[src/rtl/inv_engine_arbiter.sv]
// inv_engine_arbiter
//   Shares one modular-inverse engine between NUM_REQ requesters. The arbiter
//   accepts one request at a time, picking round-robin among pending
//   requesters. It pulses the engine start and waits for done or a timeout,
//   then returns the result to the owner.
//
//   Every control output (req_ready, eng_start, resp_valid) is registered.
//   Each one therefore appears in the cycle after the state that decides it.
//
//   Ports:
//     clk, rst             clock, synchronous active-high reset
//     req_valid/a/prime    per-requester request, packed 8-bit slices
//     req_ready            one-hot accept pulse
//     resp_valid           one-hot response pulse to the owner
//     resp_data/resp_err   result and error flag (held until next update)
//     eng_start/a/prime    engine start pulse and operands
//     eng_done/result      engine completion and result
//     busy                 FSM is not IDLE
//
//   Optional feature: define INV_ARB_ZERO_CHECK_EN to short-circuit requests
//   with a == 0 or prime < 2 straight to an error response.
module inv_engine_arbiter #(
  parameter int NUM_REQ = 4,
  parameter int TIMEOUT = 64,
  parameter int CNT_W   = 7
) (
  input  logic                 clk,
  input  logic                 rst,
  input  logic [NUM_REQ-1:0]   req_valid,
  input  logic [8*NUM_REQ-1:0] req_a,
  input  logic [8*NUM_REQ-1:0] req_prime,
  output logic [NUM_REQ-1:0]   req_ready,
  output logic [NUM_REQ-1:0]   resp_valid,
  output logic [7:0]           resp_data,
  output logic                 resp_err,
  output logic                 eng_start,
  output logic [7:0]           eng_a,
  output logic [7:0]           eng_prime,
  input  logic                 eng_done,
  input  logic [7:0]           eng_result,
  output logic                 busy
);

  // state   | meaning
  // IDLE    | waiting for any req_valid; accept round-robin winner
  // ISSUE   | start the engine, load timeout counter
  // WAIT    | wait for eng_done or timeout
  // RESP    | answer the owner, advance round-robin pointer
  typedef enum logic [1:0] {S_IDLE, S_ISSUE, S_WAIT, S_RESP} state_t;

  localparam int IDX_W = (NUM_REQ > 1) ? $clog2(NUM_REQ) : 1;

  state_t             state, state_d;
  logic [IDX_W-1:0]   rr_ptr, rr_d;
  logic [IDX_W-1:0]   owner, owner_d;
  logic [CNT_W-1:0]   timer, timer_d;
  logic [NUM_REQ-1:0] ready_d, rvalid_d;
  logic [7:0]         rdata_d, a_d, p_d;
  logic               rerr_d, start_d;

  logic               found;
  logic [IDX_W-1:0]   winner;
  logic [IDX_W-1:0]   scan_idx;
  logic [7:0]         a_sel, p_sel;

  // Scan upward from rr_ptr with wrap; first pending requester wins.
  always_comb begin
    found    = 1'b0;
    winner   = '0;
    scan_idx = '0;
    a_sel    = '0;
    p_sel    = '0;
    for (int i = 0; i < NUM_REQ; i++) begin
      scan_idx = IDX_W'((int'(rr_ptr) + i) % NUM_REQ);
      if (!found && req_valid[scan_idx]) begin
        found  = 1'b1;
        winner = scan_idx;
      end
    end
    for (int j = 0; j < NUM_REQ; j++) begin
      if (winner == IDX_W'(j)) begin
        a_sel = req_a[8*j +: 8];
        p_sel = req_prime[8*j +: 8];
      end
    end
  end

  always_comb begin
    state_d  = state;
    rr_d     = rr_ptr;
    owner_d  = owner;
    timer_d  = timer;
    ready_d  = '0;
    rvalid_d = '0;
    rdata_d  = resp_data;
    rerr_d   = resp_err;
    start_d  = 1'b0;
    a_d      = eng_a;
    p_d      = eng_prime;
    case (state)
      S_IDLE: begin
        if (found) begin
          ready_d[winner] = 1'b1;
          a_d             = a_sel;
          p_d             = p_sel;
          owner_d         = winner;
`ifdef INV_ARB_ZERO_CHECK_EN
          if (a_sel == 8'd0 || p_sel < 8'd2) begin
            rdata_d = 8'd0;
            rerr_d  = 1'b1;
            state_d = S_RESP;
          end else begin
            state_d = S_ISSUE;
          end
`else
          state_d = S_ISSUE;
`endif
        end
      end
      S_ISSUE: begin
        start_d = 1'b1;
        // Down-counter: terminal count 0 marks the TIMEOUT-th WAIT cycle.
        timer_d = CNT_W'(TIMEOUT - 1);
        state_d = S_WAIT;
      end
      S_WAIT: begin
        // Done takes priority over a timeout landing in the same cycle.
        if (eng_done) begin
          rdata_d = eng_result;
          rerr_d  = 1'b0;
          state_d = S_RESP;
        end else if (timer == '0) begin
          rdata_d = 8'd0;
          rerr_d  = 1'b1;
          state_d = S_RESP;
        end else begin
          timer_d = timer - CNT_W'(1);
        end
      end
      S_RESP: begin
        rvalid_d[owner] = 1'b1;
        rr_d    = (owner == IDX_W'(NUM_REQ - 1)) ? '0 : owner + IDX_W'(1);
        state_d = S_IDLE;
      end
      default: state_d = S_IDLE;
    endcase
  end

  always_ff @(posedge clk) begin
    if (rst) begin
      state      <= S_IDLE;
      rr_ptr     <= '0;
      owner      <= '0;
      timer      <= '0;
      req_ready  <= '0;
      resp_valid <= '0;
      resp_data  <= '0;
      resp_err   <= 1'b0;
      eng_start  <= 1'b0;
      eng_a      <= '0;
      eng_prime  <= '0;
    end else begin
      state      <= state_d;
      rr_ptr     <= rr_d;
      owner      <= owner_d;
      timer      <= timer_d;
      req_ready  <= ready_d;
      resp_valid <= rvalid_d;
      resp_data  <= rdata_d;
      resp_err   <= rerr_d;
      eng_start  <= start_d;
      eng_a      <= a_d;
      eng_prime  <= p_d;
    end
  end

  assign busy = (state != S_IDLE);

endmodule

[config.mk]
export PLATFORM = sky130hd
export DESIGN_NAME = inv_engine_arbiter
export DESIGN_NICKNAME = d
export VERILOG_FILES = /design/src/rtl/inv_engine_arbiter.sv
export SDC_FILE = /design/constraint.sdc
export NUM_CORES = 1
export LEC_CHECK = 0
export CAP_MARGIN = 15
export CORE_MARGIN = 4
export CORE_UTILIZATION = 43
export CTS_BUF_LIST = sky130_fd_sc_hd__clkbuf_4 sky130_fd_sc_hd__clkbuf_8
export DETAILED_ROUTE_END_ITERATION = 7
export DONT_BUFFER_PORTS = 1
export PLACE_DENSITY = 0.54
export SETUP_SLACK_MARGIN = 0.2
export SLEW_MARGIN = 15
export SYNTH_ARGS = -nofsm -noshare
export SYNTH_HDL_FRONTEND = slang
export SYNTH_SLANG_ARGS = --single-unit
export TNS_END_PERCENT = 10
[constraint.sdc]
create_clock -name clk -period 2.4 [get_ports clk]
set_input_delay 0 -clock clk [delete_from_list [all_inputs] [get_ports clk]]
set_output_delay 0 -clock clk [all_outputs]
set_load 0.1 [all_outputs]
Yosys cells after proc, flatten, opt, wreduce, memory -nomap -nowiden --
Index checks and enable logic that the tools add are counted.
Word-level totals: bits in registers 47, input bits 79
Operators by class: $add $sub $neg 5, order comparisons 8, equality and inequality tests 11, mux-type cells 41, bitwise logic cells 3, reductions and logical operators 20
Operators with widths (number):
- $mux W8 | 10
- $lt A2 B3 Y1 const B | 6
- $mux W2 | 8
- $mux W7 | 2
- $pmux W7 S2 | 1
- $mux W1 | 13
- $eq A2 B2 Y1 const B | 5
- $bmux W1 S2 | 4
- $pmux W2 S4 | 1
- $logic_not A7 Y1 | 1
- $sub A7 B1 Y7 const B | 1
- $ne A2 B2 Y1 const B | 3
- $reduce_and A2 Y1 | 3
- $reduce_bool A2 Y1 | 3
- $logic_and A1 B1 Y1 | 5
- $add A2 B1 Y2 const B | 2
- $add A2 B2 Y2 const B | 2
- $demux W1 S2 | 2
- $eq A2 B1 Y1 const B | 2
- $ge A2 B1 Y1 const B | 2
- $logic_not A2 Y1 | 2
- $logic_not A1 Y1 | 3
- $ne A3 B3 Y1 const B | 1
- $not A1 Y1 | 3
- 3 further kinds | 3

Depth between registers and ports, before layout --
depth after elaboration 17, mapped depth 8

Worst setup path before layout --
Ideal clock, no wire load.
path kind reg-to-reg, start point reg state[0], end point reg eng_a[0], setup time 0.079 ns, data arrival time 1.694 ns, setup slack 0.627 ns, stages on the path, launching flop included 9, path buffers 1, cells stage by stage dfxtp_1 -> inv_1 -> ha_1 -> o41ai_4 -> or2_1 -> nor4_2 -> clkbuf_1 -> o21ai_0 -> o211ai_1
Between the ends: longest elaborated chain between the ends 2
RTL lines:
- from (decl) | RTL line 53 | state_t state, state_d;
- from (signal assigned) | RTL line 163 | state <= state_d;
- $logic_not A2 Y1 | RTL line 100 | case (state)
- $reduce_and A2 Y1 (no source line)
- to (signal assigned) | RTL line 160 | eng_a <= '0;
- to (signal assigned) | RTL line 172 | eng_a <= a_d;
- to (decl) | RTL line 37 | output logic [7:0] eng_a,
No other way between the ends. A chain may end at the register's enable or synchronous reset.

Final worst setup path --
start point reg rr_ptr[0], end point reg eng_a[6]
Between the ends: longest elaborated chain between the ends 17, elaborated cells between the ends (all ways) 34
RTL lines:
- from (decl) | RTL line 54 | logic [IDX_W-1:0] rr_ptr, rr_d;
- from (signal assigned) | RTL line 164 | rr_ptr <= rr_d;
- parallel branches: the longest is 17 deep, another holds $add A2 B1 Y2
Parallel ways; which one is timed is not known. The select of a mux whose other input is x is not followed.

==> flow_metrics.tcl <==
set metrics [dict create \
    status "completed" \
    maxSlewHeadroom 0.2464 \
    timing.critical_path.to_type "flop" \
    buffer_ports.inserted 0 \
    antenna_violating_nets_post_route 0 \
    synth_most_common_cell "dfxtp_1" \
    finalWeightedCongestion 0.7366 \
    clkSinkCount 47 \
    topRoutingLayerUsed "met4" \
    share_of_synthesized_registers_carrying_an_async_set_or_reset 0 \
    number_of_cell_instances_on_the_worst_register_to_register_path 6 \
    worstHoldEndpoint "eng_a[1]$_SDFFE_PP0N_" \
    hold_path_depth 3 \
    worst_hold_slack_ns 0.004373 \
    cap_viol_max_count 0 \
    worst_slew_pin_slew_ns 1.130 \
    placement_rows 27 \
    clock_skews_ns 0.005147 \
    grt_pass1_vias 2199 \
    setup_tns_ns 0 \
    ys_top_cells_by_count "47 x dfxtp_1, 22 x nor2_1, 21 x mux2i_1" \
    synth_cell_type_count 39 \
    wl_per_cell_um 15.95 \
    tritoncts "done" \
    synth.ff_latch_count 47 \
    clk-insertion-delay-late_ns 0.29 \
    setup.reg_to_reg.worst_slack_ns 0.35 \
    finalSetupViolations 0 \
    final_cells 413 \
    route.layer.met1.wl_mm 2.715 \
    critical_path_source_type "flop" \
    crit-reg2reg-capture "eng_a[6]$_SDFFE_PP0N_" \
    worst-setup-path-type "flop to flop" \
    routed_wl_mm 6.586 \
    vdd_drop_max_mv 0.4905 \
    clockBufferDepth 2 \
    p_leak_nw 1.318 \
    crit-reg2reg-launch "rr_ptr[0]$_SDFFE_PP0N_" \
    postLayoutCellArea_mm2 0.003243 \
    pin_count 114 \
    hpwl_mm 4.343 \
    post-route-min-period_ns 2.047 \
    cts_root_buffer "clkbuf_8" \
    postSynthNetCount 362 \
    start_util 0.4417 \
    chipHeight_um 82.98 \
    groute.usage.overall 0.1963 \
    clock_tree.htree_level_count 2 \
    synth.yosys.seq_area_share 0.3892 \
    postCtsSetupRepairBufs 0 \
    placeableCoreArea_mm2 0.005473 \
    maxClockFrequency_mhz 488.6 \
    numCtsBuffers 5 \
    min_period_over_period 0.8528 \
    finalMaxSlewViolations 0 \
    met2RoutedLength_mm 3.303 \
    finalNetCount 428 \
    detailroute.via_count 2181 \
    critPathMaxFanout 6 \
    min_delay_startpoint "req_a[25]" \
    dpl-instance-area_mm2 0.002645 \
    setup_repair_after_global_routing_missed_its_margin "no" \
    placement.setup.worst_slack_ns 0.3930 \
    overflow 0 \
    detailroute.wirelength.met3_um 523 \
    yosys_warnings 0 \
    synth_area_mm2 0.002417 \
    die_width_um 82.98 \
    hold_viol_final 0 \
    synth_area_leader_cell "dfxtp_1" \
    dieArea_mm2 0.006885 \
    drive_above_1_share 0.1239 \
    drc_errors 0 \
    post-synth-top-area-fraction 0.3892 \
    post_synth_main_area_contributors "dfxtp_1 39%, mux2i_1 8.7%, ha_1 5.7%, a21boi_0 4.7%, o211ai_1 4.7%" \
    place_inst 356 \
    initial_antenna_violation_count 2 \
    synth-edff-count 0 \
    postSynth.topFlopCell "dfxtp_1" \
    signed_area_change_from_the_synthesized_netlist_to_the_final_layout_pct 34.16 \
    firstDrtPassIters 4 \
    critical_path_arrival_ns 2.22 \
    worstHoldPathType "input port to flop" \
    cp_data_required_time_ns 2.58 \
    cts.reportedPaths.clkPinSlew_ns 0.09 \
    largest_net_degree_at_the_start_of_global_routing 32 \
    pwr_density_mw_per_mm2 1153 \
    initialDrtViolationCount 45 \
    final_critical_path_setup_slack_ns 0.3533 \
    syn_area_per_cell_um2 8.887 \
    syn_inst 272 \
    grt_first_pass_wirelength_mm 11.28 \
    detail_route.vias_per_cell 5.281 \
]
[metal layers]
layer,global-route usage,vias up
met2,0.3426,81
met5,0,-
met4,0.04012,0
li1,-,1096
met1,0.2305,999
met3,0.07143,5
[critical path, stage by stage, from the launching register on]
cell and delay (ns):
dfxtp_1 0.35, nor2b_1 0.06, o21a_1 0.21, or3_4 0.42, mux2i_1 0.18, dlygate4sd3_1 0.57, o221ai_1 0.12
[registers in the layout (all words and copies together) (netlist names)]
register and cells:
state 2, eng_prime 8, req_ready 4, resp_data 8, owner 2, resp_err 1
timer 7, resp_valid 4, eng_start 1, eng_a 8, rr_ptr 2
[worst max path at each step]
| stage | slack, ns | startpoint | depth (start not counted) | to |
|---|---|---|---|---|
| 3_3_place_gp | 0.46 | rr_ptr[0]$_SDFFE_PP0N_ | 5 | eng_a[2]$_SDFFE_PP0N_ |
| 5_1_grt | 0.20 | rr_ptr[0]$_SDFFE_PP0N_ | 5 | eng_prime[0]$_SDFFE_PP0N_ |
| 2_1_floorplan | 0.63 | state[0]$_SDFFE_PP0P_ | 8 | eng_a[0]$_SDFFE_PP0N_ |
| 6_report | 0.35 | rr_ptr[0]$_SDFFE_PP0N_ | 6 | eng_a[6]$_SDFFE_PP0N_ |
| 3_5_place_dp | 0.39 | rr_ptr[0]$_SDFFE_PP0N_ | 5 | eng_prime[0]$_SDFFE_PP0N_ |
| 4_1_cts | 0.30 | rr_ptr[0]$_SDFFE_PP0N_ | 6 | eng_a[6]$_SDFFE_PP0N_ |
[per-stage QoR]
step,power (mW),utilization
6_report,3.738,0.5926
5_1_grt,3.976,0.5926
4_1_cts,3.766,0.5908
3_5_place_dp,3.082,0.4833
3_3_place_gp,3.070,0.4833
2_1_floorplan,2.753,-
[timing repair]
item / 4_1_cts / 5_1_grt
endpoints found under the setup margin: 0 / 1
hold endpoints to repair: 45 / 0
hold buffers: 47 / 0
gates resized for setup: 0 / 1
[power by group]
group / internal, mW / switching (mW)
Sequential: 0.982 / 0.212
Clock: 0.337 / 0.260
Combinational: 0.538 / 1.41
[kinds of logic (layout without fill, tap and decap cells)]
kind of cell               Yosys count  after routing  synth area share
and+or+nand+nor                     91             91            0.1931
AOI/OAI and AO/OA                   71             71            0.2055
DFF                                 47             47            0.3892
buffers and inverters               25             92           0.04554
muxes                               22             22           0.09161
adders and majority gates           11             11           0.05693
xor gates and xnor gates             5              5           0.01812
other                                0              2                 0
[layout make-up]
| class | count | area, um^2 |
|---|---|---|
| Clock buffer | 6 | 82.58 |
| Timing Repair Buffer | 75 | 680.7 |
| Fill cell | 512 | 2230 |
| Multi-Input combinational cell | 200 | 1375 |
| Inverter | 9 | 33.78 |
| Antenna cell | 2 | 5.005 |
| Sequential cell | 47 | 940.9 |
| Clock inverter | 2 | 35.03 |
| Tap cell | 72 | 90.09 |
[layout by cell type, fill, tap and decap left out, types with 2 or more instances in the layout]
cell,synthesis,final
clkbuf_8,0,6
inv_1,9,9
a21oi_1,5,5
and2_1,7,7
a21boi_0,15,15
o21a_1,2,2
nand2b_1,2,2
dfxtp_1,47,47
ha_1,11,11
dlygate4sd3_1,0,47
a22oi_1,8,8
o21ai_0,17,17
nor2_1,22,22
xor2_1,5,5
nand3_1,3,3
nor3_1,6,6
o211ai_1,15,15
nor2b_1,7,7
diode_2,0,2
and3_1,15,15
mux2i_1,21,21
nand3b_1,2,2
nand2_1,20,20
a211oi_1,3,3
buf_4,2,28
(Power assumes the default switching activity.)
